===== src/rtl/count_hex_display.sv =====
`default_nettype none
// ----------------------------------------------------------------------------
// Module  : count_hex_display
// Brief   : Two-digit hex display of an 8-bit counter with freeze/hold,
//           leading-zero blanking and a sticky wrap flag. Defining the macro
//           HEX_BLINK_EN makes the held digits blink while frozen.
// Revision: 1.0
// ----------------------------------------------------------------------------
module count_hex_display #(
  parameter int BLINK_DIV = 25000000
) (
  input  logic       clk,
  input  logic       clear,
  input  logic [7:0] value,
  input  logic       load,
  input  logic       freeze_btn,
  input  logic       lz_en,
  output logic [6:0] HEX0,
  output logic [6:0] HEX1,
  output logic       wrap,
  output logic       frozen
);

  localparam logic [6:0] c_BLANK = 7'h7F;

  typedef enum logic [0:0] {
    SHOW = 1'b0,
    HOLD = 1'b1
  } state_t;

  state_t     r_state;
  state_t     w_state_next;
  logic       r_prev_btn;
  logic       w_edge;
  logic       w_update;
  logic       r_wrap;
  logic [7:0] r_last_val;
  logic [6:0] r_held0;
  logic [6:0] r_held1;
  logic [6:0] w_held0_next;
  logic [6:0] w_held1_next;
  logic [6:0] w_enc0;
  logic [6:0] w_enc1;

  function automatic logic [6:0] f_seg(input logic [3:0] d);
    logic [6:0] s;
    case (d)
      4'h0:    s = 7'h40;
      4'h1:    s = 7'h79;
      4'h2:    s = 7'h24;
      4'h3:    s = 7'h30;
      4'h4:    s = 7'h19;
      4'h5:    s = 7'h12;
      4'h6:    s = 7'h02;
      4'h7:    s = 7'h78;
      4'h8:    s = 7'h00;
      4'h9:    s = 7'h10;
      4'hA:    s = 7'h08;
      4'hB:    s = 7'h03;
      4'hC:    s = 7'h46;
      4'hD:    s = 7'h21;
      4'hE:    s = 7'h06;
      default: s = 7'h0E;
    endcase
    return s;
  endfunction

  generate
    if (BLINK_DIV < 1) begin : g_bad_div
      $error("count_hex_display: BLINK_DIV must be at least 1");
    end
  endgenerate

  // FSM: state register
  always_ff @(posedge clk) begin
    if (clear) begin
      r_state <= SHOW;
    end else begin
      r_state <= w_state_next;
    end
  end

  // FSM: next state
  always_comb begin
    w_edge       = freeze_btn & ~r_prev_btn;
    w_state_next = r_state;
    if (w_edge) begin
      w_state_next = (r_state == SHOW) ? HOLD : SHOW;
    end
  end

  // A load reaches the display in SHOW, or in HOLD when it coincides with the release edge.
  always_comb begin
    w_update     = load & ((r_state == SHOW) | w_edge);
    w_enc0       = f_seg(value[3:0]);
    w_enc1       = (lz_en && (value[7:4] == 4'h0)) ? c_BLANK : f_seg(value[7:4]);
    w_held0_next = w_update ? w_enc0 : r_held0;
    w_held1_next = w_update ? w_enc1 : r_held1;
  end

  always_ff @(posedge clk) begin
    if (clear) begin
      r_prev_btn <= 1'b0;
      r_last_val <= 8'h00;
      r_wrap     <= 1'b0;
      r_held0    <= c_BLANK;
      r_held1    <= c_BLANK;
    end else begin
      r_prev_btn <= freeze_btn;
      r_held0    <= w_held0_next;
      r_held1    <= w_held1_next;
      if (load) begin
        if (value < r_last_val) begin
          r_wrap <= 1'b1;
        end
        r_last_val <= value;
      end
    end
  end

  assign frozen = (r_state == HOLD);
  assign wrap   = r_wrap;

`ifdef HEX_BLINK_EN
  localparam int                 c_CNT_W   = (BLINK_DIV > 1) ? $clog2(BLINK_DIV) : 1;
  localparam logic [c_CNT_W-1:0] c_CNT_MAX = c_CNT_W'(BLINK_DIV - 1);

  logic [c_CNT_W-1:0] r_blink_cnt;
  logic [c_CNT_W-1:0] w_blink_cnt_next;
  logic               r_blink_phase;
  logic               w_blink_phase_next;
  logic [6:0]         r_hex0;
  logic [6:0]         r_hex1;

  // Counter and phase restart on every HOLD entry so the first phase shows digits.
  always_comb begin
    w_blink_cnt_next   = '0;
    w_blink_phase_next = 1'b0;
    if ((r_state == HOLD) && (w_state_next == HOLD)) begin
      if (r_blink_cnt == c_CNT_MAX) begin
        w_blink_phase_next = ~r_blink_phase;
      end else begin
        w_blink_cnt_next   = r_blink_cnt + c_CNT_W'(1);
        w_blink_phase_next = r_blink_phase;
      end
    end
  end

  always_ff @(posedge clk) begin
    if (clear) begin
      r_blink_cnt   <= '0;
      r_blink_phase <= 1'b0;
      r_hex0        <= c_BLANK;
      r_hex1        <= c_BLANK;
    end else begin
      r_blink_cnt   <= w_blink_cnt_next;
      r_blink_phase <= w_blink_phase_next;
      r_hex0        <= w_blink_phase_next ? c_BLANK : w_held0_next;
      r_hex1        <= w_blink_phase_next ? c_BLANK : w_held1_next;
    end
  end

  assign HEX0 = r_hex0;
  assign HEX1 = r_hex1;
`else
  assign HEX0 = r_held0;
  assign HEX1 = r_held1;
`endif

endmodule
`default_nettype wire


===== config.mk =====
export PLATFORM = sky130hd
export DESIGN_NAME = count_hex_display
export DESIGN_NICKNAME = d
export VERILOG_FILES = /design/src/rtl/count_hex_display.sv
export SDC_FILE = /design/constraint.sdc
export NUM_CORES = 1
export LEC_CHECK = 0
export CAP_MARGIN = 10
export CORE_MARGIN = 2
export CORE_UTILIZATION = 59
export CTS_BUF_LIST = sky130_fd_sc_hd__clkbuf_8
export DETAILED_ROUTE_END_ITERATION = 12
export PLACE_DENSITY = 0.9
export REMOVE_ABC_BUFFERS = 1
export SYNTH_ARGS = -nofsm -noshare
export SYNTH_HDL_FRONTEND = slang
export SYNTH_SLANG_ARGS = --single-unit

===== constraint.sdc =====
create_clock -name clk -period 4.2 [get_ports clk]
set_input_delay 1.05 -clock clk [delete_from_list [all_inputs] [get_ports clk]]
set_output_delay 1.05 -clock clk [all_outputs]
set_load 0.005 [all_outputs]

======== Word-level counts from Yosys, hierarchy flattened ========
Memory sizes are Yosys's and may differ from the RTL's. A register that Yosys moved wholly into a read port is not among the register bits.
Cells that the tools add are included.
W data, S select, Z words.
storage, ports and cells
  bits in registers ....................... 18
  bits in read-only memories .............. 224
  word-level logic and storage cells ...... 18
  memories ................................ 2
memory list
  memory            words  bits a word  read ports  clocked after Yosys merged registers in  wr ports  RTL line  RTL
  (name not given)  16     7            1           1                                        0         47        case (d)
  (name not given)  16     7            1           0                                        0         47
cells by class
  magnitude comparators ................... 1
  mux-type cells .......................... 2
  bitwise gates (word level) .............. 5
  reductions and logical operators ........ 3
operators by type and width
  cell                 number
  $lt A8 B8 Y1         1
  $mux W7              1
  $logic_not A4 Y1     1
  $and A1 B1 Y1        2
  $not A1 Y1           2
  $reduce_and A2 Y1    1
  $logic_and A1 B1 Y1  1
  $mux W1              1
  $or A1 B1 Y1         1

======== Longest topological paths before layout ========
  word-level depth ........................ 4
  gate-level depth with buffers ........... 5

======== Least setup slack after synthesis ========
Ideal clock, no wire load.
  kind .................................... input port to flip-flop
  start ................................... in value[4]
  end ..................................... reg r_held1[3] (netlist: HEX1[3])
  setup time .............................. 0.122 ns
  arrival ................................. 2.008 ns
  data required time ...................... 4.078 ns
  setup slack ............................. 2.071 ns
  stages .................................. 5
  cells stage by stage .................... inv_1 ha_1 inv_1 mux4_2 o32a_1
on the way
  word-level cells in the longest chain between the ends .. 3
  elaborated cells between the ends (all ways) .. 4
RTL lines
  element                                                 RTL line  RTL
  start: declaration                                      14        input logic [7:0] value,
  branches (longest 2 deep; another with $mem_v2 Z16 W7)  n/a
  $mux W7 (*)                                             96        w_enc1 = (lz_en && (value[7:4] == 4'h0)) ? c_BLANK : f_seg(value[7:4]);
  end signal: assignment                                  107       r_held1 <= c_BLANK;
  end signal: assignment                                  111       r_held1 <= w_held1_next;
  end: declaration                                        39        logic [6:0] r_held1;
Mark *: on every way between the ends.
A chain may end at the register's enable or synchronous reset.

======== Worst setup path after layout ========
  start ................................... in value[6]
  end ..................................... reg r_wrap (netlist: wrap)
on the way
  word-level cells in the longest chain between the ends .. 2
RTL lines
  element                      RTL line  RTL
  $lt A8 B8 Y1                 113       if (value < r_last_val) begin
  $reduce_and A2 Y1 (no line)  n/a
  end signal: assignment       105       r_wrap <= 1'b0;
  end signal: assignment       114       r_wrap <= 1'b1;
  end: declaration             36        logic r_wrap;
Every way passes these cells.

==> qor.csv <==
stage;metric;value;unit
outcome;outcome;finished, final reports clean;
clock_network;post_cts_resized;0;
clock_network;cts_hold_buf;0;
setup_path;timing.critical_path.required;4.35;ns
clock_network;cts.clk_slew.worst_paths;0.09;ns
clock_network;htree_num_levels;1;
place;dpl_cell_area;1910;µm²
timing;hold_violations;0;
synthesis;synth-compound-area-share;17.0;%
clock_network;cts_tree;built;
cells_and_area;antenna-diode-count;0;
place;globalplace.congestion;0.823;
place;dp_hpwl;2520;µm
clock_network;clk_path_buf_depth;2;
die;initial_core_utilization;61.1;%
routing;via_per_inst;6.13;
timing;tns;0;ns
pwr;report.power.total;0.000562;W
timing;final_worst_path_period_need;2.78;ns
synthesis;synth_top_family_by_area;compound AO/OA/AOI/OAI gates;
cells_and_area;layout.cell_area.non_filler;1960;µm²
timing;finalClockSkew;0.00267;ns
routing;first_pass_iters;4;
pwr;p_per_area;287;nW/µm²
timing;final-setup-viol-count;0;
routing;drt_iter0_drc;49;
synthesis;simple_gate_portion_of_the_synthesized_area;15.3;%
synthesis;yosys_warning_total;0;
setup_path;timing_worst_setup_path_type;input port to flop;
place;io_buffer_count;28;
synthesis;post_synth_xor_area_fraction;0.534;%
global_routing;antenna_found_initial;0;
clock_network;root_buffer;sky130_fd_sc_hd__clkbuf_8;
synthesis;ys_seq_area_share;30.5;%
pwr;p_leak;0.813;nW
synthesis;synth-seq-cells;25;
pwr;vdd.ir_drop.worst;0.000209;V
global_routing;global_route_wire_length_before_repair;6010;µm
setup_path;critPathMaxFanout;19;
die;placeableCoreArea;2690;µm²
synthesis;netlist_instances;177;
clock_network;numCtsBuffers;3;
setup_path;timing.critical_path.slowest_stage_cell;sky130_fd_sc_hd__clkdlybuf4s50_1;
cells_and_area;leading_cell_type_in_the_layout_fill_and_taps_excluded;sky130_fd_sc_hd__clkdlybuf4s50_1;
setup_path;critPathBufInv;1;
clock_network;post-cts-setup-buffers;0;
synthesis;syn-cell-area;1640;µm²
die;die_width;56.7;µm
setup_path;worst_ep_arrival_time;2.93;ns
die;die_y;56.7;µm
synthesis;synthFlopType;sky130_fd_sc_hd__dfxtp_1;
synthesis;post_synth_mux_area_share;14.1;%
routing;wirelength;3600;µm
setup_path;slowest_delay;0.72;ns
clock_network;clock-sinks;25;
setup_path;critical_path.cell_chain;clkdlybuf4s50_1 -> ha_1 -> nand3_1 -> a2111oi_0 -> a21oi_1;
die;ios;29;
global_routing;gr-usage-all-layers;23.6;%
timing;worst_pin_slew;0.637;ns
job;maxCapViolations;0;
timing;fmax;359;MHz
routing;route.vias.total;1423;
cells_and_area;final_net_count;234;
timing;rsz0062_at_grt;no;
setup_path;worstSetupEndpointType;flop;
cells_and_area;most-common-layout-cells;28 x sky130_fd_sc_hd__clkdlybuf4s50_1, 25 x sky130_fd_sc_hd__dfxtp_1, 20 x sky130_fd_sc_hd__nor2_1, 19 x sky130_fd_sc_hd__inv_1, 19 x sky130_fd_sc_hd__ha_1;
timing;worst_relative_slew_slack;57.4;%
routing;ant_nets;0;
synthesis;synth_enable_flop_cells;0;
cells_and_area;n_fill_cell;193;
cells_and_area;area_delta_synth_final;19.2;%
routing;wl_per_cell;15.5;µm
timing;final_max_slew_viol_count;0;
synthesis;async_reset_ff_share;0;%
die;fp.dieArea;3220;µm²
cells_and_area;drive_gt1_share;7.96;%
worst_hold_path;hold_class;flop to flop;
synthesis;syn_area_per_cell;9.27;µm²
clock_network;source_to_sink_clock_delay_at_the_later_pin_of_the_worst_skew_pair;0.27;ns
timing;fin_crit_sh;66.3;%
global_routing;grt_pass1_vias;1382;
synthesis;synth-adder-area-share;14.5;%
setup_path;critical-path-top-delay-family;buffers and inverters;
global_routing;grt_max_degree;20;
die;floorplan.rows;19;
synthesis;synthDistinctLibCells;42;
routing;detail_route.drc_violations;0;
setup_path;setup.worst_path.start_class;input port;
global_routing;grt.overflow.total;0;
[per-stage QoR]
step	hold WS, ns	setup WS (ns)	util [%]	cells
after floorplan	0.452	2.07	-	167
after global placement	0.450	1.36	71.1	228
after detailed placement	0.462	1.26	71.1	228
after CTS	0.487	1.43	72.8	232
after global routing	0.519	1.31	72.8	232
final	0.484	1.42	72.8	232
[worst register-to-register path, stage by stage (launching register included)]
cell                        delay (ns)
sky130_fd_sc_hd__dfxtp_1          0.34
sky130_fd_sc_hd__inv_1            0.06
sky130_fd_sc_hd__ha_1             0.31
sky130_fd_sc_hd__nand3_1          0.08
sky130_fd_sc_hd__a2111oi_0        0.46
sky130_fd_sc_hd__a21oi_1          0.13
[flip-flops by register name, indices dropped and copies added (netlist names)]
signal and flops:
wrap 1, frozen 1, r_prev_btn 1, HEX0 7, r_last_val 8, HEX1 7
[layout make-up]
cell class,count,area [µm²],share of cell area (%)
inverter,18,67.6,3.45
clock inverter,1,3.75,0.192
tap,31,38.8,1.98
sequential,25,500,25.6
clock buffer,3,41.3,2.11
multi-input combinational,124,1010,51.6
timing repair buffer,30,295,15.1
[logic make-up (layout without fill, tap and decap cells)]
group	Yosys count	after routing
flops	25	25
buf+inv	28	52
compound gates	36	36
xor+xnor	1	1
fa+ha+maj	19	19
simple gates	48	48
mux	20	20
[per-layer routing]
metal / share of wire, % / GRT usage, % / vias up / wire length [µm]
met3: 4.4 / 3.00 / 4 / 159
met2: 54 / 43.9 / 50 / 1930
li1: - / - / 680 / -
met4: 0.80 / 9.18 / 0 / 29
met5: 0 / 0 / - / 0
met1: 41 / 27.0 / 689 / 1480
[cell usage after synthesis (3+ instances only)]
| master | instances | share of area (%) |
|---|---|---|
| sky130_fd_sc_hd__a22oi_1 | 5 | 2.3 |
| sky130_fd_sc_hd__nand2b_1 | 3 | 1.1 |
| sky130_fd_sc_hd__clkbuf_1 | 3 | 0.69 |
| sky130_fd_sc_hd__inv_1 | 18 | 4.1 |
| sky130_fd_sc_hd__nor2b_1 | 6 | 2.3 |
| sky130_fd_sc_hd__mux2i_1 | 13 | 7.9 |
| sky130_fd_sc_hd__o21ai_0 | 4 | 1.2 |
| sky130_fd_sc_hd__a21oi_1 | 8 | 2.4 |
| sky130_fd_sc_hd__dfxtp_1 | 25 | 31 |
| sky130_fd_sc_hd__nor3_1 | 4 | 1.2 |
| sky130_fd_sc_hd__nand3b_1 | 4 | 1.8 |
| sky130_fd_sc_hd__nand3_1 | 3 | 0.92 |
| sky130_fd_sc_hd__buf_2 | 3 | 0.92 |
| sky130_fd_sc_hd__nor2_1 | 20 | 4.6 |
| sky130_fd_sc_hd__o32a_1 | 4 | 2.4 |
| sky130_fd_sc_hd__ha_1 | 19 | 14 |
| sky130_fd_sc_hd__a32oi_1 | 3 | 1.6 |
| sky130_fd_sc_hd__mux2_2 | 5 | 3.4 |
[report_power, final]
group	internal [W]	switching (W)	leakage [nW]
combinational	0.0000801	0.0000696	0.579
clock	0.0000655	0.0000761	0.0269
sequential	0.000257	0.0000137	0.207
[path summary, 6_finish.rpt]
check                                                start                    to  slack [ns]  cells after the start
worst max register to register  r_last_val[7]$_SDFFE_PP0P_     wrap$_SDFFE_PP0P_        2.70                      5
worst min register to register        HEX0[2]$_SDFFE_PP1P_  HEX0[2]$_SDFFE_PP1P_        0.48                      1
worst min-delay path                  HEX0[2]$_SDFFE_PP1P_  HEX0[2]$_SDFFE_PP1P_        0.48                      1
worst max-delay path                              value[6]     wrap$_SDFFE_PP0P_        1.42                      5
Power figures use the tool's default switching activity.
